File: src/rtl/ag32gbd_buffer_scanout.sv
// ag32gbd_buffer_scanout: fetches a frame from the display buffer one edge-triggered read at a time
// and presents the bytes as a valid/ready stream with first/last markers.
module ag32gbd_buffer_scanout #(
    parameter int FRAME_BYTES = 256,
    parameter int REQ_GAP     = 2,
    parameter int TIMEOUT     = 15
) (
    input  logic       sys_clock,
    input  logic       reset,
    input  logic       start_frame,
    output logic       busy,
    output logic       timeout_err,
    output logic       RequestReadBuffer,
    output logic [9:0] BufferReadOffset,
    input  logic [7:0] BufferReadOutput,
    input  logic       BufferReadDataReady,
    output logic [7:0] pix_data,
    output logic       pix_valid,
    input  logic       pix_ready,
    output logic       pix_first,
    output logic       pix_last
);
    localparam int GW = $clog2(REQ_GAP + 1);
    localparam int TW = $clog2(TIMEOUT + 1);

    typedef enum logic [2:0] {S_IDLE, S_GAP, S_REQ, S_WAIT, S_OUT} state_t;

    state_t        state_q, state_d;
    logic [9:0]    off_q, off_d;
    logic [GW-1:0] gap_q, gap_d;
    logic [TW-1:0] tmo_q, tmo_d;
    logic [7:0]    data_q, data_d;
    logic          seen_q, seen_d, err_q, err_d;
    logic          rdy_q, req_q, valid_q, first_q, last_q, busy_q;

    always_comb begin
        state_d = state_q;
        off_d   = off_q;
        gap_d   = gap_q;
        tmo_d   = tmo_q;
        data_d  = data_q;
        seen_d  = seen_q;
        err_d   = err_q;
        case (state_q)
            S_IDLE: if (start_frame) begin
                off_d   = '0;
                gap_d   = '0;
                err_d   = 1'b0;
                state_d = S_GAP;
            end
            S_GAP: begin
                gap_d   = gap_q + GW'(1);
                state_d = (gap_q == GW'(REQ_GAP - 1)) ? S_REQ : S_GAP;
            end
            S_REQ: begin
                seen_d  = 1'b0;
                tmo_d   = '0;
                state_d = S_WAIT;
            end
            S_WAIT: begin
                // a ready that never went low since the request is left over from the previous read
                seen_d = seen_q | ~rdy_q;
                tmo_d  = tmo_q + TW'(1);
                if (seen_q && rdy_q) begin
                    data_d  = BufferReadOutput;
                    state_d = S_OUT;
                end else if (tmo_q == TW'(TIMEOUT - 1)) begin
                    data_d  = 8'h00;
                    err_d   = 1'b1;
                    state_d = S_OUT;
                end
            end
            S_OUT: if (valid_q && pix_ready) begin
                off_d   = last_q ? off_q : off_q + 10'd1;
                gap_d   = '0;
                state_d = last_q ? S_IDLE : S_GAP;
            end
            default: state_d = S_IDLE;
        endcase
    end

    always_ff @(posedge sys_clock) begin
        if (reset) begin
            state_q <= S_IDLE;
            off_q   <= '0;
            gap_q   <= '0;
            tmo_q   <= '0;
            data_q  <= '0;
            seen_q  <= 1'b0;
            err_q   <= 1'b0;
            rdy_q   <= 1'b0;
            req_q   <= 1'b0;
            valid_q <= 1'b0;
            first_q <= 1'b0;
            last_q  <= 1'b0;
            busy_q  <= 1'b0;
        end else begin
            state_q <= state_d;
            off_q   <= off_d;
            gap_q   <= gap_d;
            tmo_q   <= tmo_d;
            data_q  <= data_d;
            seen_q  <= seen_d;
            err_q   <= err_d;
            rdy_q   <= BufferReadDataReady;
            req_q   <= state_d == S_WAIT;
            valid_q <= state_d == S_OUT;
            first_q <= state_d == S_OUT && off_d == 10'd0;
            last_q  <= state_d == S_OUT && off_d == 10'(FRAME_BYTES - 1);
            busy_q  <= state_d != S_IDLE;
        end
    end

    assign busy              = busy_q;
    assign timeout_err       = err_q;
    assign RequestReadBuffer = req_q;
    assign BufferReadOffset  = off_q;
    assign pix_data          = data_q;
    assign pix_valid         = valid_q;
    assign pix_first         = first_q;
    assign pix_last          = last_q;
endmodule

File: config.mk
export PLATFORM = sky130hd
export DESIGN_NAME = ag32gbd_buffer_scanout
export DESIGN_NICKNAME = d
export VERILOG_FILES = /design/src/rtl/ag32gbd_buffer_scanout.sv
export SDC_FILE = /design/constraint.sdc
export NUM_CORES = 1
export LEC_CHECK = 0
export CAP_MARGIN = 20
export CORE_ASPECT_RATIO = 0.6
export CORE_UTILIZATION = 49
export DETAILED_ROUTE_END_ITERATION = 12
export PLACE_DENSITY = 0.75
export SLEW_MARGIN = 0
export SYNTH_ARGS = -nofsm -noshare
export SYNTH_HDL_FRONTEND = slang
export SYNTH_SLANG_ARGS = --single-unit
File: constraint.sdc
create_clock -name sys_clock -period 2.25 [get_ports sys_clock]
set_clock_uncertainty 0.1 [all_clocks]
set_input_delay 0.225 -clock sys_clock [delete_from_list [all_inputs] [get_ports sys_clock]]
set_output_delay 0.225 -clock sys_clock [all_outputs]
set_load 0.03 [all_outputs]
==> impl_metrics.env <==
export IMPL_drt_vias_per_instance=5.718
export IMPL_post_route_cell_area_um2=2281
export IMPL_synth_top_flop_cell="sky130_fd_sc_hd__dfxtp_1"
export IMPL_clock_sinks=35
export IMPL_numPlacedInstances=286
export IMPL_drc_errors_left=0
export IMPL_detailedRoute_firstIterationViolations=267
export IMPL_overflow=0
export IMPL_syn_area_um2=1669
export IMPL_worst_pin_slew_ns=0.5490
export IMPL_drt_pass1_iterations=4
export IMPL_die_footprint_um2=3651
export IMPL_maximum_number_of_pins_on_one_net_before_global_route_repair=33
export IMPL_critical_path_startpoint_type="input pin"
export IMPL_detail_route_wl_per_cell_um=15.83
export IMPL_number_of_clock_buffers_inserted_by_tritoncts=5
export IMPL_cp_end_kind="flip-flop"
export IMPL_placeableCoreArea_um2=3040
export IMPL_report_final_hold_viol_count=0
export IMPL_critPathMaxStageDelay_ns=0.51
export IMPL_mostFrequentLayoutCell="sky130_fd_sc_hd__clkdlybuf4s50_1"
export IMPL_placed_wire_length_estimate_um=3391
export IMPL_grt_first_pass_wirelength_um=7452
export IMPL_postSynthAreaPerCell_um2=8.473
export IMPL_outcome="finished, final reports clean"
export IMPL_ctsRootBufferMaster="sky130_fd_sc_hd__clkbuf_8"
export IMPL_cts_reportedPaths_clkPinSlew_ns=0.07
export IMPL_crit_path_max_fanout=4
export IMPL_critical_path_depth=7
export IMPL_cts_max_path_buffers=2
export IMPL_cts_repair_timing_setup_buffer_count=0
export IMPL_synth_enable_flop_cells=0
export IMPL_timing_worst_setup_path_type="in2reg"
export IMPL_yosys_warnings=0
export IMPL_synthesized_instance_count=197
export IMPL_worst_slew_margin_rel_pct=63.02
export IMPL_num_nets_final=268
export IMPL_timing_critical_path_required_ns=2.35
export IMPL_clock_fmax_mhz=454.6
export IMPL_reg2reg_depth=7
export IMPL_ioPinCount=37
export IMPL_portBuffers=36
export IMPL_cellLeakagePower_nw=0.8364
export IMPL_final_layout_size_suffix_gt1_share_pct=18.65
export IMPL_crit_chain="clkdlybuf4s50_1 > nand4_2 > or3_4 > a21oi_1 > o21ai_0 > or3_1 > nor4_2"
export IMPL_finalWirelength_um=4654
export IMPL_finalSetupViolCount=0
export IMPL_most_frequent_cells_in_the_layout="sky130_fd_sc_hd__clkdlybuf4s50_1, sky130_fd_sc_hd__dfxtp_1, sky130_fd_sc_hd__nor2_1, sky130_fd_sc_hd__buf_4, sky130_fd_sc_hd__a21oi_1"
export IMPL_floorplan_rows=15
export IMPL_finalSetupTns_ns=0
export IMPL_period_share_pct=97.77
export IMPL_period_minus_slack_ns=2.200
export IMPL_postRouteAntennaNets=0
export IMPL_gp_routability_congestion=0.8688
export IMPL_clk_latency_ns=0.28
export IMPL_instances_no_fill=294
export IMPL_synth_seq_cells=35
export IMPL_cp_buffers_inverters=1
export IMPL_grtUsageMet2_pct=43.01
export IMPL_cts_htree_levels=2
export IMPL_cts_hold_buf=0
export IMPL_maxSlewViolCount=0
export IMPL_power_ir_vdd_worst_v=0.0004557
export IMPL_dr_total_vias=1681
export IMPL_crit_arrival_ns=2.30
export IMPL_synth_seq_area_share_pct=41.98
export IMPL_die_w_um=77.35
export IMPL_placement_cell_area_um2=2187
export IMPL_via_count_of_the_first_global_routing_pass=1515
export IMPL_die_height_um=47.21
export IMPL_hold_worst_slack_ns=0.3760
export IMPL_min_path_cells=2
export IMPL_post_synth_num_cell_types=47
export IMPL_ys_async_sr_fraction_pct=0
export IMPL_cts_tree="built"
export IMPL_grtUsageTotal_pct=27.41
export IMPL_grt_max_usage_layer="met2"
export IMPL_floorplan_initialDensity_pct=54.90
export IMPL_use_met1_pct=37.83
export IMPL_area_growth_syn_to_layout_pct=36.66
export IMPL_crit_slowest_cell="sky130_fd_sc_hd__clkdlybuf4s50_1"
export IMPL_num_antenna_cells=0
export IMPL_syn_nets=214
export IMPL_maxCapViolCount=0
export IMPL_critical_path_top_delay_family="simple AND/OR/NAND/NOR gates"
export IMPL_power_density_nw_per_um2=536.3
export IMPL_grt_antenna_before_repair=0
export IMPL_globalRouteMet3Util_pct=7.379
export IMPL_timing_hold_worst_class="reg2reg"
==> registers in the layout, indices dropped and copies added, names as in the netlist <==
register,flops
BufferReadOffset,10
pix_data,8
tmo_q,4
state_q,3
gap_q,2
RequestReadBuffer,1
busy,1
pix_first,1
pix_last,1
pix_valid,1
rdy_q,1
seen_q,1
timeout_err,1
==> cell families (layout without fill, tap and decap cells) <==
family	after synthesis	after routing	synth area share, %
compound gates	51	51	19.79
simple gates	92	92	31.41
flops	35	35	41.98
buf+inv	15	70	3.823
fa+ha+maj	4	4	2.999
==> where the power goes <==
group / internal (mW) / switching (mW)
sequential: 0.631 / 0.00919
clock: 0.218 / 0.229
combinational: 0.0610 / 0.0764
==> path summary, 6_finish.rpt <==
check                      start          end  slack [ns]
min reg2reg          timeout_err  timeout_err        0.38
max reg2reg  BufferReadOffset[1]    pix_first        0.07
min                  timeout_err  timeout_err        0.38
max                    pix_ready    pix_first        0.05
==> Yosys cell counts, types with 2 or more instances <==
cell type                  instances  area (µm²)
sky130_fd_sc_hd__dfxtp_1          35       700.7
sky130_fd_sc_hd__a211oi_1          2       15.01
sky130_fd_sc_hd__nor2_4            2       22.52
sky130_fd_sc_hd__clkbuf_1          4       15.01
sky130_fd_sc_hd__or3_1             3       18.77
sky130_fd_sc_hd__nand3_1           5       25.02
sky130_fd_sc_hd__a21o_1            2       15.01
sky130_fd_sc_hd__a21oi_1          15       75.07
sky130_fd_sc_hd__nand2b_1          2       12.51
sky130_fd_sc_hd__nand3b_1          4       30.03
sky130_fd_sc_hd__nor4_1            4       25.02
sky130_fd_sc_hd__o21ai_0          10       50.05
sky130_fd_sc_hd__nor2b_1           4       25.02
sky130_fd_sc_hd__a31oi_1           2       12.51
sky130_fd_sc_hd__ha_1              4       50.05
sky130_fd_sc_hd__nor3_1            8       40.04
sky130_fd_sc_hd__o22ai_1           2       12.51
sky130_fd_sc_hd__nand2_1          13       48.80
sky130_fd_sc_hd__o21ai_2           2       17.52
sky130_fd_sc_hd__nor4_2            2       25.02
sky130_fd_sc_hd__inv_1             7       26.28
sky130_fd_sc_hd__a22oi_1           8       60.06
sky130_fd_sc_hd__nor2_1           31       116.4
sky130_fd_sc_hd__buf_2             3       15.01
==> final cells by class <==
| cell class | count | area [µm²] |
|---|---|---|
| clock inverter | 1 | 5.005 |
| inverter | 7 | 26.28 |
| tap | 42 | 52.55 |
| sequential | 35 | 704.4 |
| fill | 236 | 759.5 |
| clock buffer | 7 | 76.32 |
| multi-input combinational | 147 | 913.4 |
| timing repair buffer | 55 | 503.0 |
==> what timing repair did <==
item                       in CTS  in global routing
resized for setup               0                  5
hold endpoints to repair        0                  0
setup endpoints to repair       0                  2
==> per-layer routing <==
layer / share of wire (%) / vias to the layer above
met4: 0.95 / 0
met5: 0 / -
met1: 47 / 778
li1: - / 818
met3: 8.9 / 6
met2: 43 / 79
==> through the flow <==
| step | setup slack, ns | power [mW] | util [%] |
|---|---|---|---|
| 2_1_floorplan | 0.06289 | 0.7291 | - |
| 3_3_place_gp | -0.06548 | 0.7822 | 71.93 |
| 3_5_place_dp | -0.1445 | 0.7892 | 71.93 |
| 4_1_cts | 0.07051 | 1.223 | 74.61 |
| 5_1_grt | -0.03243 | 1.268 | 75.02 |
| 6_report | 0.05011 | 1.223 | 75.02 |
==> tightest hold or removal path: cells and delay by family (launching register included) <==
kind	cells	cell delay [ns]
flip-flops	1	0.31
AO/OA/AOI/OAI	2	0.12
Power figures use the tool's default switching activity.
